--- src/rtl/sys_array_ctrl.sv ---
// Sequencer for a ROWS x COLS weight-stationary systolic array: loads and latches
// weights, streams N skewed activation vectors, then drains results into the output buffer.
module sys_array_ctrl #(
  parameter int ROWS  = 2,
  parameter int COLS  = 2,
  parameter int CNT_W = 8
) (
  input  logic                                       clk,
  input  logic                                       rst_n,
  input  logic                                       start,
  input  logic                                       abort,
  input  logic [CNT_W-1:0]                           num_vec,
  output logic                                       busy,
  output logic                                       done,
  output logic                                       w_rd_en,
  output logic [((ROWS > 1) ? $clog2(ROWS) : 1)-1:0] w_rd_addr,
  output logic                                       w_shift,
  output logic [ROWS-1:0]                            weight_wren,
  output logic [ROWS-1:0]                            row_active,
  output logic [CNT_W-1:0]                           vec_idx,
  output logic                                       out_wr_en,
  output logic [CNT_W-1:0]                           out_addr
);

  localparam int AW  = (ROWS > 1) ? $clog2(ROWS) : 1;
  localparam int LAT = ROWS + COLS;
  localparam int SW  = CNT_W + $clog2(ROWS + COLS) + 1;
  localparam logic [SW-1:0] ONE = SW'(1);

  typedef enum logic [2:0] {
    IDLE,
    LOAD_W,
    LATCH_W,
    STREAM,
    DRAIN,
    DONE
  } state_e;

  state_e           state_q, state_d;
  logic [SW-1:0]    cnt_q, cnt_d;
  logic [CNT_W-1:0] n_q, n_d;

  logic [SW-1:0] n_ext;
  logic [SW-1:0] stream_last;
  logic [SW-1:0] drain_last;

  // cnt_q is the row index during LOAD_W and the stream-relative s from STREAM onward
  assign n_ext       = {{(SW-CNT_W){1'b0}}, n_q};
  assign stream_last = n_ext + SW'(ROWS - 1) - ONE;
  assign drain_last  = n_ext + SW'(LAT) - ONE;

  always_ff @(posedge clk or negedge rst_n) begin
    if (!rst_n) begin
      state_q <= IDLE;
      cnt_q   <= '0;
      n_q     <= '0;
    end else begin
      state_q <= state_d;
      cnt_q   <= cnt_d;
      n_q     <= n_d;
    end
  end

  always_comb begin
    state_d = state_q;
    cnt_d   = cnt_q;
    n_d     = n_q;
    case (state_q)
      IDLE: begin
        if (start && !abort) begin
          state_d = LOAD_W;
          n_d     = num_vec;
          cnt_d   = '0;
        end
      end
      LOAD_W: begin
        if (cnt_q == SW'(ROWS - 1)) begin
          state_d = LATCH_W;
          cnt_d   = '0;
        end else begin
          cnt_d = cnt_q + ONE;
        end
      end
      LATCH_W: begin
        cnt_d = '0;
        if (n_q == '0) state_d = DONE;
        else           state_d = STREAM;
      end
      STREAM: begin
        // s keeps counting into DRAIN so result timing stays relative to the first stream cycle
        cnt_d = cnt_q + ONE;
        if (cnt_q == stream_last) state_d = DRAIN;
      end
      DRAIN: begin
        if (cnt_q == drain_last) begin
          state_d = DONE;
          cnt_d   = '0;
        end else begin
          cnt_d = cnt_q + ONE;
        end
      end
      DONE: begin
        state_d = IDLE;
        cnt_d   = '0;
      end
      default: begin
        state_d = IDLE;
        cnt_d   = '0;
      end
    endcase
    if (abort && (state_q != IDLE)) begin
      state_d = IDLE;
      cnt_d   = '0;
      n_d     = '0;
    end
  end

  always_comb begin
    busy        = (state_q != IDLE) && (state_q != DONE);
    done        = (state_q == DONE);
    w_rd_en     = 1'b0;
    w_shift     = 1'b0;
    w_rd_addr   = '0;
    weight_wren = '0;
    row_active  = '0;
    vec_idx     = '0;
    out_wr_en   = 1'b0;
    out_addr    = '0;
    if (state_q == LOAD_W) begin
      w_rd_en   = 1'b1;
      w_shift   = 1'b1;
      w_rd_addr = AW'(ROWS - 1) - AW'(cnt_q);
    end
    if (state_q == LATCH_W) weight_wren = '1;
    if (state_q == STREAM) begin
      // row r sees vector k at s = r + k, giving the diagonal wavefront
      for (int r = 0; r < ROWS; r++) begin
        row_active[r] = (cnt_q >= SW'(r)) && (cnt_q < n_ext + SW'(r));
      end
      if (cnt_q < n_ext) vec_idx = CNT_W'(cnt_q);
    end
    if ((state_q == STREAM) || (state_q == DRAIN)) begin
      if ((cnt_q >= SW'(LAT)) && (cnt_q < n_ext + SW'(LAT))) begin
        out_wr_en = 1'b1;
        out_addr  = CNT_W'(cnt_q - SW'(LAT));
      end
    end
  end

endmodule

--- config.mk ---
export PLATFORM = sky130hd
export DESIGN_NAME = sys_array_ctrl
export DESIGN_NICKNAME = d
export VERILOG_FILES = /design/src/rtl/sys_array_ctrl.sv
export SDC_FILE = /design/constraint.sdc
export NUM_CORES = 1
export LEC_CHECK = 0
export CAP_MARGIN = 20
export CORE_UTILIZATION = 55
export CTS_CLUSTER_SIZE = 16
export DETAILED_ROUTE_END_ITERATION = 6
export GPL_ROUTABILITY_DRIVEN = 0
export PLACE_DENSITY = 0.79
export SYNTH_ARGS = -nofsm -noshare
export SYNTH_HDL_FRONTEND = slang
export SYNTH_SLANG_ARGS = --single-unit
--- constraint.sdc ---
create_clock -name clk -period 3.91 [get_ports clk]
set_input_delay 0.782 -clock clk [delete_from_list [all_inputs] [get_ports clk]]
set_output_delay 0.782 -clock clk [all_outputs]
set_load 0.005 [all_outputs]
==> summary.txt, run 1 <==
GRT
  • First-pass GRT wire length: 14,200 um
  • Largest net degree at the start of global routing: 23
  • Vias in the first global route: 2,922
  • Remaining global-route overflow: 0
  • Initial antenna violation count: 0
  • Total GRT Usage: 29.8%

Layout
  • FF+latch area: 556 um2
  • Most common cell after layout, fill and taps aside: ha_1
  • NumNets Final: 487
  • Share of layout cells above drive strength 1: 15.0%
  • Most frequent cells in the layout: ha_1, clkdlybuf4s50_1, buf_4, inv_1, nand2_1
  • Area of the multi-input gates: 2380 um2
  • Diodes inserted: 0
  • Fin util: 72.7%
  • Layout area overhead: 24.0%
  • # fillers: 423

Die
  • Core area: 5270 um2
  • Die ar.: 5920 um2
  • Starting density of the core: 58.6%
  • # rows: 26
  • Die W: 76.9 um
  • Io pins: 38
  • Height of the chip: 76.9 um

Yosys
  • Share of the synthesized area in the top cell type: 17.8%
  • Synth top area cells: dfrtp_1, ha_1, xnor2_1
  • Sequential fraction of the synthesis area: 17.8%
  • Cell variety after synth: 58
  • Ys Warns: 0
  • Number of synthesized flops with an enable pin: 0
  • Syn_area_per_cell: 7.72 um2
  • Prevailing post-synth register cell: dfrtp_1
  • Flops & latches, synth: 22
  • Cell area after synthesis: 3090 um2
  • Post-Synthesis Cells: 400
  • Post-synth ARST share: 100%
  • Syn nets: 446
  • Area leader, netlist: dfrtp_1

Placed design
  • HPWL after DPL: 6400 um
  • IO buf count: 37

Critical path
  • Worst EP arrival: 3.03 ns
  • CP Max Fanout: 6
  • Crit path capture type: primary output
  • Critical Path Source Type: flop
  • Depth of the worst register-to-register path: 10
  • Crit Path Category: reg2out
  • Worst EP required: 3.13 ns

Detailed routing
  • Residual DRC count: 0
  • Routed Antenna Nets: 0
  • Routed vias: 3,207
  • Via density: 6.29
  • DRT Pass-1 Iters: 4
  • Initial DRC count: 275
  • WL per Instance: 17.1 um
  • Final WL: 8730 um

Power and ir drop
  • Tot Pwr: 2.47 mW
  • Leak: 1.70 nW
  • Max IR drop VDD: 0.492 mV
  • Pwr Density: 644 nW/um2

STA
  • Final period util: 97.5%
  • Count of final max-slew check failures: 0
  • Fmax: 262 MHz
  • Max-slew headroom: 57.5%
  • Worst slew pin tran: 0.637 ns
  • Setup Viol. Count Final: 0
  • Final hold vios: 0
  • Tmin final: 3.81 ns
  • Setup Skew: 0.00182 ns

CTS
  • CTS sink count: 22
  • Clk root buf: clkbuf_8
  • Worst-path clk slew: 0.09 ns
  • CTS tree: built
  • Hold_buf cts: 0
  • Longest Clk Path Bufs: 2
  • Worst skew pair latency: 0.27 ns
  • H-tree levels: 1
  • Cts bufs inserted: 3

Worst hold path
  • WHS Path Cells: 2
  • Worst Hold Class: reg2reg

Run
  • Max-cap viol count: 0

Outcome
  • Status: finished clean
==> state kept, by name, summed over array words and instances (netlist names) <==
signal / count
state_q: 3
n_q: 8
cnt_q: 11
==> final cells by class <==
cell class,instances,share of cell area [%]
multi-input combinational,318,62.1
tap,70,2.29
clock inverter,1,0.784
sequential,22,14.5
clock buffer,3,1.08
timing repair buffer,67,16.4
inverter,29,2.84
==> stage by stage <==
stage	worst slack (ns)	hold WS, ns	setup TNS [ns]	area [um2]	instances
after floorplan	0.559	0.486	0	3090	400
after global placement	0.169	0.576	0	3550	498
after detailed placement	0.129	0.581	0	3550	498
after CTS	0.0199	0.597	0	3670	505
after global routing	-0.00408	0.630	-0.00408	3830	510
final	0.0965	0.602	0	3830	510
==> synth_stat cells (7+ instances only) <==
master / instances
nand4_1: 7
nor3_1: 25
nand2_1: 24
dfrtp_1: 22
ha_1: 34
and3_1: 7
a21oi_1: 18
o21ai_0: 10
a22o_1: 10
nand3_1: 13
o21a_1: 15
inv_1: 27
xnor2_1: 20
buf_4: 7
nand2b_1: 11
a31oi_1: 13
or3_1: 7
nor2_1: 20
o211ai_1: 7
clkbuf_1: 14
==> cell families after synthesis <==
group / synth area share (%)
DFF: 17.8
adders and majority gates: 13.8
muxes: 0.324
and+or+nand+nor: 27.0
xor gates and xnor gates: 8.79
buffers and inverters: 8.87
AOI/OAI and AO/OA: 23.5
==> power breakdown <==
part | total (mW) | switching, mW | leakage (nW) | internal (mW)
combinational | 1.85 | 1.01 | 1.37 | 0.840
sequential | 0.391 | 0.0991 | 0.292 | 0.292
clock | 0.226 | 0.0888 | 0.0357 | 0.137
==> layer usage <==
layer / GRT usage (%) / up-vias / share of wire (%)
li1: - / 1525 / -
met1: 40.0 / 1541 / 44
met2: 51.0 / 126 / 49
met3: 2.26 / 15 / 5.0
met4: 8.27 / 0 / 1.8
met5: 0 / - / 0
==> worst max-delay path, cell delays in order, from the launching register on <==
cell	delay, ns
dfrtp_2	0.43
nand3_2	0.10
or3_4	0.39
and2_1	0.19
ha_2	0.20
a2111oi_4	0.36
o211ai_1	0.19
buf_4	0.21
nor3_2	0.16
clkdlybuf4s50_1	0.53
==> final timing paths <==
| check | start | to | slack [ns] |
|---|---|---|---|
| min in group asynchronous | rst_n | cnt_q[2]$_DFFE_PN0N_ | 0.79 |
| max in group asynchronous | rst_n | n_q[2]$_DFFE_PN0P_ | 2.68 |
| min | cnt_q[0]$_DFFE_PN0N_ | cnt_q[0]$_DFFE_PN0N_ | 0.60 |
| min reg2reg | cnt_q[0]$_DFFE_PN0N_ | cnt_q[0]$_DFFE_PN0N_ | 0.60 |
| max reg2reg | n_q[2]$_DFFE_PN0P_ | cnt_q[6]$_DFFE_PN0N_ | 0.87 |
| max | n_q[3]$_DFFE_PN0P_ | out_addr[0] | 0.1 |
==> timing repair <==
| item | in CTS | in global routing |
|---|---|---|
| cloned | 0 | 1 |
| pin swaps | 2 | 4 |
| buffers inserted | 3 | 2 |
| gates resized for setup | 9 | 27 |
| setup endpoints to repair | 17 | 17 |
(Power assumes the default switching activity.)
==> run 2: changes to the inputs <==
--- a/config.mk
+++ b/config.mk
@@ -11,6 +11,7 @@
 export DETAILED_ROUTE_END_ITERATION = 6
 export GPL_ROUTABILITY_DRIVEN = 0
 export PLACE_DENSITY = 0.79
+export SLEW_MARGIN = 20
 export SYNTH_ARGS = -nofsm -noshare
 export SYNTH_HDL_FRONTEND = slang
 export SYNTH_SLANG_ARGS = --single-unit
==> summary.txt, run 2 (synthesis results as in run 1) <==
Placed design
  • Setup WS pre-CTS: 0.129 ns (unchanged)
  • HPWL after DPL: 6400 um (unchanged)
  • IO buf count: 37 (unchanged)
  • Placed Area: 3550 um2 (unchanged)

STA
  • Setup Skew: 0.00106 ns (-0.000769 ns)
  • Setup Viol. Count Final: 0 (unchanged)
  • Count of final max-slew check failures: 0 (unchanged)
  • Max-slew headroom: 56.8% (-0.66 points)
  • Final hold vios: 0 (unchanged)
  • Final worst slack: 0.0943 ns (-0.00223 ns)
  • Tmin final: 3.82 ns (+0.00223 ns)
  • Final period util: 97.6% (about the same)
  • Fmax: 262 MHz (about the same)
  • Worst slew pin tran: 0.647 ns (+0.00991 ns)

Critical path
  • Critical Path Source Type: flop
  • Worst EP required: 3.13 ns (about the same)
  • Worst EP arrival: 3.03 ns (about the same)
  • Critical path's slowest cell: clkdlybuf4s50_1
  • Delay-heaviest family, CP: simple AND/OR/NAND/NOR gates
  • Buf+Inv Stages, Crit Path: 2 (unchanged)
  • Crit Path Category: reg2out
  • Crit path capture type: primary output
  • CP max stage delay: 0.53 ns (about the same)
  • CP Max Fanout: 6 (unchanged)
  • Worst path cell trace: nand3_2 -> or3_4 -> and2_1 -> ha_2 -> a2111oi_4 -> o211ai_1 -> buf_4 -> nor3_2 -> clkdlybuf4s50_1

CTS
  • Worst-path clk slew: 0.09 ns (about the same)
  • CTS tree: built
  • Clk root buf: clkbuf_8
  • H-tree levels: 1 (unchanged)
  • CTS sink count: 22 (unchanged)
  • Cts bufs inserted: 3 (unchanged)
  • Worst skew pair latency: 0.27 ns (about the same)
  • Longest Clk Path Bufs: 2 (unchanged)

Outcome
  • Status: finished clean

Die
  • Die ar.: 5920 um2 (unchanged)
  • Height of the chip: 76.9 um (unchanged)
  • Io pins: 38 (unchanged)
  • # rows: 26 (unchanged)
  • Die W: 76.9 um (unchanged)
  • Starting density of the core: 58.6% (unchanged)
  • Core area: 5270 um2 (unchanged)

GRT
  • Vias in the first global route: 2,922 (unchanged)
  • Largest net degree at the start of global routing: 23 (unchanged)
  • First-pass GRT wire length: 14,200 um (unchanged)
  • Total GRT Usage: 29.8% (unchanged)
  • Initial antenna violation count: 0 (unchanged)
  • Remaining global-route overflow: 0 (unchanged)

Layout
  • FF+latch area: 556 um2 (unchanged)
  • Most common cell after layout, fill and taps aside: ha_1
  • Share of layout cells above drive strength 1: 15.1% (+0.068 points)
  • # fillers: 428 (+1.2%)
  • Diodes inserted: 0 (unchanged)
  • Layout area overhead: 22.9%
  • Design area: 3800 um2 (-0.85%)
  • NumNets Final: 485 (-0.41%)
  • Area of the multi-input gates: 2380 um2 (+0.21%)
  • Most frequent cells in the layout: ha_1, clkdlybuf4s50_1, buf_4, inv_1, nand2_1
  • Regs by FF count: cnt_q x11, n_q x8, state_q x3
  • Number of flip-flops in the largest register: 11 (unchanged)
  • Most flop-heavy register: cnt_q

Detailed routing
  • Initial DRC count: 229 (-17%)
  • Final WL: 8740 um (+0.11%)
  • Metal3 WL: 437 um (-0.46%)
  • DR WL met2: 4260 um (-0.37%)
  • M1 WL: 3890 um (+0.93%)
  • Routed vias: 3,231 (+0.75%)
  • DRT Pass-1 Iters: 5 (+1)
  • Routed Antenna Nets: 0 (unchanged)
  • Top sig layer: met4
  • Residual DRC count: 0 (unchanged)
  • Via density: 6.36 (+1.1%)
  • WL per Instance: 17.2 um (+0.51%)

Worst hold path
  • Worst Hold Class: in2async

Run
  • Max-cap viol count: 0 (unchanged)

Power and ir drop
  • Pwr Density: 650 nW/um2 (+0.89%)
  • Leak: 1.68 nW (-0.99%)
  • Max IR drop VDD: 0.496 mV (+0.63%)
## run 2: cell count changes in the layout (fill, tap and decap cells not counted)
cell / previous run / this run
buf_16: 1 / 0
clkdlybuf4s50_1: 28 / 27
nor3_1: 20 / 19
nor3_2: 6 / 7
## run 2: metal layers
layer / vias to the layer above / GRT usage (%)
li1: 1523 / -
met1: 1561 / 40.0
met5: - / 0
met2: 133 / 51.0
met3: 14 / 2.26
met4: 0 / 8.27
## run 2: area by class of cell
cell class | count | area share, %
multi-input combinational | 318 | 62.7
timing repair buffer | 65 | 15.6
sequential | 22 | 14.6
inverter | 29 | 2.87
tap | 70 | 2.31
clock buffer | 3 | 1.09
clock inverter | 1 | 0.791
## run 2: what timing repair did
| action | 4_1_cts | 5_1_grt |
|---|---|---|
| setup endpoints to repair | 17 | 17 |
| pin swaps | 2 | 4 |
| cloned | 0 | 1 |
| hold buffers | 0 | 0 |
| endpoints found under the hold margin | 0 | 0 |
| gates resized for setup | 9 | 27 |
| setup buffers | 3 | 2 |
## run 2: final timing paths
kind | to | slack (ns) | cells after the start | startpoint
setup reg to reg | cnt_q[6]$_DFFE_PN0N_ | 0.85 | 10 | n_q[2]$_DFFE_PN0P_
max in group asynchronous | n_q[2]$_DFFE_PN0P_ | 3.03 | 1 | rst_n
hold reg to reg | cnt_q[0]$_DFFE_PN0N_ | 0.60 | 2 | cnt_q[0]$_DFFE_PN0N_
hold / removal | cnt_q[4]$_DFFE_PN0N_ | 0.48 | 1 | rst_n
setup / recovery | out_addr[0] | 0.09 | 9 | n_q[3]$_DFFE_PN0P_
min in group clk | cnt_q[0]$_DFFE_PN0N_ | 0.60 | 2 | cnt_q[0]$_DFFE_PN0N_
## run 2: stage by stage
stage / power [mW] / instances / setup TNS, ns / hold WS, ns / utilization (%)
2_1_floorplan: 1.64 / 400 / 0 / 0.486 / -
3_3_place_gp: 2.06 / 498 / 0 / 0.576 / 67.3
3_5_place_dp: 2.10 / 498 / 0 / 0.581 / 67.3
4_1_cts: 2.38 / 505 / 0 / 0.597 / 69.6
5_1_grt: 2.68 / 508 / -0.00408 / 0.514 / 72.1
6_report: 2.47 / 508 / 0 / 0.479 / 72.1
## run 2: power breakdown
| group | switching, mW | internal (mW) |
|---|---|---|
| registers | 0.0992 | 0.292 |
| clock network | 0.0877 | 0.137 |
| logic | 1.02 | 0.835 |
==> run 3: changes to the inputs <==
--- a/config.mk
+++ b/config.mk
@@ -7,11 +7,10 @@
 export LEC_CHECK = 0
 export CAP_MARGIN = 20
 export CORE_UTILIZATION = 55
-export CTS_CLUSTER_SIZE = 16
 export DETAILED_ROUTE_END_ITERATION = 6
 export GPL_ROUTABILITY_DRIVEN = 0
 export PLACE_DENSITY = 0.79
-export SLEW_MARGIN = 20
+export SLEW_MARGIN = 10
 export SYNTH_ARGS = -nofsm -noshare
 export SYNTH_HDL_FRONTEND = slang
 export SYNTH_SLANG_ARGS = --single-unit
==> summary.txt, run 3 (synthesis results as in run 1) <==
GRT
  • Vias in the first global route: 2,922 (unchanged)
  • Initial antenna violation count: 0 (unchanged)
  • First-pass GRT wire length: 14,200 um (unchanged)
  • Largest net degree at the start of global routing: 23 (unchanged)
  • Remaining global-route overflow: 0 (unchanged)
  • Total GRT Usage: 29.8% (unchanged)

Power and ir drop
  • Leak: 1.70 nW (+1.0%)
  • Pwr Density: 644 nW/um2 (-0.88%)
  • Internal: 1.27 mW (+0.36%)
  • Psw: 1.20 mW (-0.44%)
  • Sequential Power Share: 15.9% (about the same)
  • Clock share of power: 9.2% (about the same)
  • Comb pwr share: 75.0% (about the same)
  • Tot Pwr: 2.47 mW (about the same)
  • Max IR drop VDD: 0.492 mV (-0.63%)
  • Switching share of power: 48.6% (-0.20 points)

STA
  • Worst slew pin tran: 0.637 ns (-0.00991 ns)
  • Setup Viol. Count Final: 0 (unchanged)
  • Final hold vios: 0 (unchanged)
  • Setup Skew: 0.00182 ns (+0.000769 ns)
  • Tmin final: 3.81 ns (-0.00223 ns)
  • Count of final max-slew check failures: 0 (unchanged)
  • Fmax: 262 MHz (about the same)
  • Final period util: 97.5% (about the same)
  • Max-slew headroom: 57.5% (+0.66 points)

Run
  • Max-cap viol count: 0 (unchanged)

Die
  • Starting density of the core: 58.6% (unchanged)
  • Height of the chip: 76.9 um (unchanged)
  • Die W: 76.9 um (unchanged)
  • Io pins: 38 (unchanged)
  • Die ar.: 5920 um2 (unchanged)
  • Core area: 5270 um2 (unchanged)
  • # rows: 26 (unchanged)

Detailed routing
  • Routed Antenna Nets: 0 (unchanged)
  • Initial DRC count: 275 (+20%)
  • Residual DRC count: 0 (unchanged)
  • Final WL: 8730 um (-0.11%)
  • Routed vias: 3,207 (-0.74%)
  • DRT Pass-1 Iters: 4 (-1)
  • WL per Instance: 17.1 um (-0.51%)
  • Via density: 6.29 (-1.1%)

CTS
  • Worst skew pair latency: 0.27 ns (about the same)
  • H-tree levels: 1 (unchanged)
  • Cts bufs inserted: 3 (unchanged)
  • Clk root buf: clkbuf_8
  • CTS tree: built
  • Longest Clk Path Bufs: 2 (unchanged)
  • Hold_buf cts: 0 (unchanged)
  • Worst-path clk slew: 0.09 ns (about the same)
  • CTS sink count: 22 (unchanged)

Layout
  • Share of layout cells above drive strength 1: 15.0% (-0.068 points)
  • NumNets Final: 487 (+0.41%)
  • Regs by FF count: cnt_q x11, n_q x8, state_q x3
  • Number of flip-flops in the largest register: 11 (unchanged)
  • Most common cell after layout, fill and taps aside: ha_1
  • Fin util: 72.7% (+0.62 points)
  • Most frequent cells in the layout: ha_1, clkdlybuf4s50_1, buf_4, inv_1, nand2_1
  • Post-Layout Cell Count: 510 (+0.39%)
  • Most flop-heavy register: cnt_q
  • Diodes inserted: 0 (unchanged)
  • Layout area overhead: 24.0%

Critical path
  • Crit path capture type: primary output
  • Worst EP required: 3.13 ns (about the same)
  • Critical Path Source Type: flop
  • Crit Path Category: reg2out
  • Worst EP arrival: 3.03 ns (about the same)
  • CP Max Fanout: 6 (unchanged)

Placed design
  • IO buf count: 37 (unchanged)
  • DP Cell Count: 498 (unchanged)
  • HPWL after DPL: 6400 um (unchanged)

Worst hold path
  • Worst Hold Class: reg2reg

Outcome
  • Status: finished clean
-- run 3: changes by cell type in the layout (fill, tap and decap cells not counted) --
cell             change
buf_16               +1
nor3_2               -1
clkdlybuf4s50_1      +1
nor3_1               +1
-- run 3: timing repair --
item,in CTS,in global routing
endpoints found under the setup margin,17,17
gates cloned,0,1
pin swaps,2,4
resized for setup,9,27
setup buffers,3,2
-- run 3: worst max-delay path: stages (launching register included) --
cell             delay (ns)
dfrtp_2                0.43
nand3_2                0.10
or3_4                  0.39
and2_1                 0.19
ha_2                   0.20
a2111oi_4              0.36
o211ai_1               0.19
buf_4                  0.21
nor3_2                 0.16
clkdlybuf4s50_1        0.53
-- run 3: metal layers --
layer	track usage [%]	share of wire, %	vias to the layer above
met3	2.26	5.0	15
li1	-	-	1525
met5	0	0	-
met4	8.27	1.8	0
met2	51.0	49	126
met1	40.0	44	1541
-- run 3: area by class of cell --
class | count | area (um2)
flip-flops and latches | 22 | 556
multi-input cells | 318 | 2380
inverters | 29 | 109
repair buffers | 67 | 629
clock buffers | 3 | 41.3
fillers | 423 | 1440
well taps | 70 | 87.6
clock inverters | 1 | 30.0
-- run 3: path summary, 6_finish.rpt --
check                                             to                 start  slack [ns]  cells after the start
worst min-delay path            cnt_q[0]$_DFFE_PN0N_  cnt_q[0]$_DFFE_PN0N_        0.60                      2
worst max-delay path                     out_addr[0]    n_q[3]$_DFFE_PN0P_         0.1                      9
min in group asynchronous       cnt_q[2]$_DFFE_PN0N_                 rst_n        0.79                      1
worst max register to register  cnt_q[6]$_DFFE_PN0N_    n_q[2]$_DFFE_PN0P_        0.87                     10
worst min register to register  cnt_q[0]$_DFFE_PN0N_  cnt_q[0]$_DFFE_PN0N_        0.60                      2
max in group asynchronous         n_q[2]$_DFFE_PN0P_                 rst_n        2.68                      2
-- run 3: power by group through the flow --
stage	Clock (mW)	Sequential [mW]	Combinational [mW]
floorplan	0	0.344	1.30
global route	0.229	0.403	2.05
global placement	0	0.382	1.67
CTS	0.222	0.385	1.77
detailed placement	0	0.388	1.71
finish	0.226	0.391	1.85
-- run 3: through the flow --
step                       TNS, ns  hold slack, ns  setup slack, ns  cell area [um2]
final                            0           0.602           0.0965             3830
after floorplan                  0           0.486            0.559             3090
after detailed placement         0           0.581            0.129             3550
after global routing      -0.00408           0.630         -0.00408             3830
after CTS                        0           0.597           0.0199             3670
after global placement           0           0.576            0.169             3550
